--- src/rtl/instr_fetch_if.sv ---
// Instruction-memory request/response bus between the fetch stage and instruction memory.
// master: fetch side, slave: memory side.
interface instr_fetch_if;
    logic        ImemReq;
    logic [31:0] ImemAddr;
    logic        ImemGnt;
    logic        ImemRValid;
    logic [31:0] ImemRData;

    modport master (
        output ImemReq,
        output ImemAddr,
        input  ImemGnt,
        input  ImemRValid,
        input  ImemRData
    );

    modport slave (
        input  ImemReq,
        input  ImemAddr,
        output ImemGnt,
        output ImemRValid,
        output ImemRData
    );
endinterface

--- src/rtl/instr_fetch.sv ---
// Fetch stage: owns the PC, issues one instruction-memory request at a time and
// holds the fetched word for decode until it retires.
module instr_fetch #(
    parameter logic [31:0] RESET_PC  = 32'h0000_0000,
    parameter logic [31:0] NOP_INSTR = 32'h0000_0013
) (
    input  logic                 clk,
    input  logic                 reset,
    input  logic                 PCSrc,
    input  logic [31:0]          PCTarget,
    input  logic                 Stall,
    input  logic                 Flush,
    input  logic [31:0]          FlushPC,
    instr_fetch_if.master        imem,
    output logic [31:0]          PC,
    output logic [31:0]          PCPlus4,
    output logic [31:0]          Instr,
    output logic                 InstrValid
);

    typedef enum logic [1:0] {
        FETCH = 2'd0,
        WAIT  = 2'd1,
        READY = 2'd2
    } state_t;

    state_t      state, nstate;
    logic [31:0] pc_q, npc;
    logic [31:0] instr_q, ninstr;
    logic        valid_q, nvalid;
    logic        kill_q, nkill;
    logic        req_q;

    assign PC            = pc_q;
    assign PCPlus4       = pc_q + 32'd4;
    assign Instr         = instr_q;
    assign InstrValid    = valid_q;
    assign imem.ImemReq  = req_q;
    assign imem.ImemAddr = pc_q;

    always_ff @(posedge clk or posedge reset) begin
        if (reset) begin
            state   <= FETCH;
            pc_q    <= RESET_PC;
            instr_q <= NOP_INSTR;
            valid_q <= 1'b0;
            kill_q  <= 1'b0;
            req_q   <= 1'b1;
        end else begin
            state   <= nstate;
            pc_q    <= npc;
            instr_q <= ninstr;
            valid_q <= nvalid;
            kill_q  <= nkill;
            req_q   <= (nstate == FETCH);
        end
    end

    always_comb begin
        nstate = state;
        npc    = pc_q;
        ninstr = instr_q;
        nvalid = valid_q;
        nkill  = kill_q;

        if (Flush) begin
            npc    = FlushPC & 32'hFFFF_FFFC;
            ninstr = NOP_INSTR;
            nvalid = 1'b0;
            // An accepted or in-flight request must still be drained; Kill marks its data as stale.
            case (state)
                FETCH: begin
                    if (imem.ImemGnt) begin
                        nstate = WAIT;
                        nkill  = 1'b1;
                    end
                end
                WAIT: begin
                    if (imem.ImemRValid) begin
                        nstate = FETCH;
                        nkill  = 1'b0;
                    end else begin
                        nkill  = 1'b1;
                    end
                end
                default: nstate = FETCH;
            endcase
        end else begin
            case (state)
                FETCH: begin
                    if (imem.ImemGnt) nstate = WAIT;
                end
                WAIT: begin
                    if (imem.ImemRValid) begin
                        if (kill_q) begin
                            nkill  = 1'b0;
                            nstate = FETCH;
                        end else begin
                            ninstr = imem.ImemRData;
                            nvalid = 1'b1;
                            nstate = READY;
                        end
                    end
                end
                READY: begin
                    if (!Stall) begin
                        npc    = PCSrc ? (PCTarget & 32'hFFFF_FFFC) : PCPlus4;
                        ninstr = NOP_INSTR;
                        nvalid = 1'b0;
                        nstate = FETCH;
                    end
                end
                default: nstate = FETCH;
            endcase
        end
    end

endmodule

--- src/flat_wrapper.sv ---
// flat-port wrapper written by rule: the top's interface ports become plain ports
module instr_fetch_flat 
#(
    parameter logic [31:0] RESET_PC  = 32'h0000_0000,
    parameter logic [31:0] NOP_INSTR = 32'h0000_0013
)
  (clk, reset, PCSrc, PCTarget, Stall, Flush, FlushPC, PC, PCPlus4, Instr, InstrValid, imem_ImemReq, imem_ImemAddr, imem_ImemGnt, imem_ImemRValid, imem_ImemRData);
  instr_fetch_if imem_i ();
  input  logic clk;
  input  logic reset;
  input  logic PCSrc;
  input  logic [31:0] PCTarget;
  input  logic Stall;
  input  logic Flush;
  input  logic [31:0] FlushPC;
  output logic [31:0] PC;
  output logic [31:0] PCPlus4;
  output logic [31:0] Instr;
  output logic InstrValid;
  output wire logic [$bits(imem_i.ImemReq)-1:0] imem_ImemReq;
  output wire logic [$bits(imem_i.ImemAddr)-1:0] imem_ImemAddr;
  input wire logic [$bits(imem_i.ImemGnt)-1:0] imem_ImemGnt;
  input wire logic [$bits(imem_i.ImemRValid)-1:0] imem_ImemRValid;
  input wire logic [$bits(imem_i.ImemRData)-1:0] imem_ImemRData;
  assign imem_ImemReq = imem_i.ImemReq;
  assign imem_ImemAddr = imem_i.ImemAddr;
  assign imem_i.ImemGnt = imem_ImemGnt;
  assign imem_i.ImemRValid = imem_ImemRValid;
  assign imem_i.ImemRData = imem_ImemRData;
  instr_fetch #(.RESET_PC(RESET_PC), .NOP_INSTR(NOP_INSTR)) u_core (.clk(clk), .reset(reset), .PCSrc(PCSrc), .PCTarget(PCTarget), .Stall(Stall), .Flush(Flush), .FlushPC(FlushPC), .imem(imem_i), .PC(PC), .PCPlus4(PCPlus4), .Instr(Instr), .InstrValid(InstrValid));
endmodule
--- config.mk ---
export PLATFORM = sky130hd
export DESIGN_NAME = instr_fetch_flat
export DESIGN_NICKNAME = d
export VERILOG_FILES = /design/src/rtl/instr_fetch_if.sv /design/src/rtl/instr_fetch.sv /design/src/flat_wrapper.sv
export SDC_FILE = /design/constraint.sdc
export NUM_CORES = 1
export LEC_CHECK = 0
export ABC_AREA = 0
export CAP_MARGIN = 20
export CORE_MARGIN = 2
export CORE_UTILIZATION = 42
export CTS_CLUSTER_SIZE = 12
export DETAILED_ROUTE_END_ITERATION = 12
export PLACE_DENSITY = 0.92
export SLEW_MARGIN = 10
export SYNTH_ARGS = -nofsm -noshare
export SYNTH_HDL_FRONTEND = slang
export SYNTH_SLANG_ARGS = --single-unit
export TNS_END_PERCENT = 10
--- constraint.sdc ---
create_clock -name clk -period 5.5 [get_ports clk]
set_input_delay 1.65 -clock clk [delete_from_list [all_inputs] [get_ports clk]]
set_output_delay 1.65 -clock clk [all_outputs]
set_load 0.1 [all_outputs]
==> results.cfg <==
[sta]
timing.clock.skew_ns = 0.0179
final-max-slew-violation-count = 0
layout_setup_ws_ns = 0.892
finalHoldWorstSlack_ns = 0.496
rsz_0062_raised_after_global_routing = false
final.min_clock_period_ns = 4.61
fin_tns_setup_ns = 0
fmaxAchievable_mhz = 217
tightestPinTransition_ns = 1.01
final-hold-violation-count = 0
maxSlewHeadroom_pct = 32.2
final_min_period_over_clock_period_pct = 83.8
setup_viol_count_final = 0

[routing]
drt_iter0_drc = 310
detail-route-antenna-nets = 0
viasPerCell = 5.57
drt_wl_total_mm = 14.5
firstDrtPassIters = 5
wl_per_cell_microns = 19.0
remaining_drc_errors = 0
routed-via-count = 4245

[clock_tree]
cts_hold_buf = 0
cts_made_buffers = 9
cts_resized = 0
tritoncts_num_sinks = 67
cts_setup_buffers = 0
worst_skew_pair.late_latency_ns = 0.35
cts_tree = yes
cts-root-buf = sky130_fd_sc_hd__clkbuf_8
htree_levels = 3
clk_path_buf_depth = 2
cts.clk_slew.worst_paths_ns = 0.09

[worst_setup_path]
delay_of_the_slowest_cell_on_the_worst_path_ns = 1.17
critical_path_required_ns = 3.85
critical_path.cell_chain = ha_1 -> nand3_1 -> nor4_1 -> xor2_1 -> clkdlybuf4s50_1
crit_path_start_kind = flip-flop
cell_family_with_the_largest_share_of_critical_path_delay = buffers and inverters
cpMaxStageDelayCell = sky130_fd_sc_hd__clkdlybuf4s50_1
cp_num_buf_inv = 1
worstSetupEndpointType = primary output
worst_path_max_fanout = 6
worst_ep_arrival_time_ns = 2.96
timing_worst_setup_path_type = flip-flop to primary output

[place]
place_ws_ns = 1.29
placement.io_buffers = 222
place_hpwl_mm = 10.5
gp_congestion = 0.797

[synthesis]
syn-mean-instance-area_sq_um = 8.98
synth_cell_type_count = 54
synth_ff_type = sky130_fd_sc_hd__dfrtp_1
yosys_warnings = 0
number_of_enable_flip_flop_cells_after_synthesis = 0
synthCells = 445
ys_async_sr_fraction_pct = 100
synth.yosys.seq_area_share_pct = 42.1
mapped_cell_area_sq_um = 4000
synth-seq-cells = 67

[die]
core_area_sq_um = 9240
io_pins = 233
start_util_pct = 43.2
die_h_microns = 102
die_width_microns = 102
num_rows = 35
die_area_sq_um = 10300

[power_and_ir_drop]
tot_pwr_w = 0.00215
power_frac_clock_pct = 20.0
internal-power_w = 0.00102
vdd_ir_drop_max_mv = 0.214
power.density_cell_area_nw_per_um2 = 345
leakagePower_nw = 2.56
power.share.switching_pct = 52.8
power.net_switching_w = 0.00114
relative_contribution_of_sequential_cells_to_total_power_pct = 28.0
power.combinational.fraction_pct = 52.0

[hold_path]
hold_path_class = flip-flop to flip-flop

[finish]
nFillCells = 736
area_grow_syn2layout_pct = 56.3
leading_cell_type_in_the_layout_fill_and_taps_excluded = sky130_fd_sc_hd__clkdlybuf4s50_1
finalCoreUtilization_pct = 67.6
layout-drive-gt1-share_pct = 9.16
layout.cells.most_common_list = sky130_fd_sc_hd__clkdlybuf4s50_1 (202), sky130_fd_sc_hd__dfrtp_1 (63), sky130_fd_sc_hd__nand2_1 (48)
design.final.nets = 732
num_antenna_cells = 0

[global_route]
grt_start_max_net_pins = 38
antenna_found_initial = 0
grt_pass1_wl_mm = 21.8
grt_util_all_layers_pct = 27.4
grt_overflow = 0
first_global_vias = 4220

[run]
maxCapViolCount = 0

[status]
run_status = completed
-- final cells by class --
cell class              instances  area [sq um]  share of cell area [%]
inverters                      10          37.5                   0.601
well taps                     129           161                    2.58
flip-flops and latches         67          1680                    26.9
repair buffers                229          2230                    35.7
clock inverters                 7          75.1                    1.20
clock buffers                   9           124                    1.98
multi-input cells             311          1930                    31.0
-- logic make-up after synthesis --
family | count (synthesis) | share of synthesized area [%]
mux | 7 | 1.75
fa+ha+maj | 1 | 0.313
buf+inv | 72 | 10.3
flops | 67 | 42.1
xor+xnor | 27 | 5.92
compound gates | 113 | 20.2
other cells | 1 | 0.0939
simple gates | 157 | 19.4
-- final timing paths --
check / end / from / cells after the start / slack (ns)
hold / removal: u_core.InstrValid / u_core.InstrValid / 2 / 0.50
min in group asynchronous: u_core.Instr[13] / reset / 2 / 1.69
hold reg to reg: u_core.InstrValid / u_core.InstrValid / 2 / 0.50
setup reg to reg: u_core.PC[21] / u_core.PC[6] / 5 / 3.08
max in group asynchronous: u_core.PC[8] / reset / 3 / 2.83
setup / recovery: PCPlus4[16] / u_core.PC[2] / 5 / 0.89
-- routing by layer --
metal	vias up	track usage, %	wire, microns
met1	2066	33.9	5590
met4	0	9.77	250
met5	-	0	0
li1	1937	-	-
met3	17	5.38	1110
met2	225	47.5	7490
-- registers in the layout, summed over array words and instances (netlist names) --
register	flops
u_core.imem.ImemReq	1
u_core.state	2
u_core.PC	30
u_core.InstrValid	1
u_core.Instr	32
u_core.kill_q	1
-- power groups by stage --
stage | Clock, W | Combinational, W | Sequential (W)
2_1_floorplan | 0 | 0.000581 | 0.000887
3_3_place_gp | 0 | 0.00111 | 0.000607
3_5_place_dp | 0 | 0.00112 | 0.000611
4_1_cts | 0.000433 | 0.00112 | 0.000602
5_1_grt | 0.000454 | 0.00115 | 0.000613
6_report | 0.000430 | 0.00112 | 0.000604
-- cell usage after synthesis (all sizes together) (10+ instances only) --
master / count / share of area (%)
nor2: 31 / 2.9
buf: 42 / 7.5
xor2: 10 / 2.2
clkbuf: 20 / 1.9
dfrtp: 63 / 39
nor3: 18 / 2.3
inv: 10 / 0.94
o21ai: 24 / 3.0
a21oi: 18 / 2.3
nand2: 48 / 4.5
a22o: 29 / 6.4
nand3: 22 / 2.8
xnor2: 17 / 3.7
-- through the flow --
step | cell area [sq um] | std cells
2_1_floorplan | 4010 | 450
3_3_place_gp | 6030 | 745
3_5_place_dp | 6030 | 745
4_1_cts | 6230 | 761
5_1_grt | 6250 | 762
6_report | 6250 | 762
-- tightest hold or removal path, delay by kind of cell, from the launching register on --
family,cells,cell delay (ns)
flops,1,0.36
simple gates,2,0.10
Note: power is estimated with default switching activity, not from simulation.
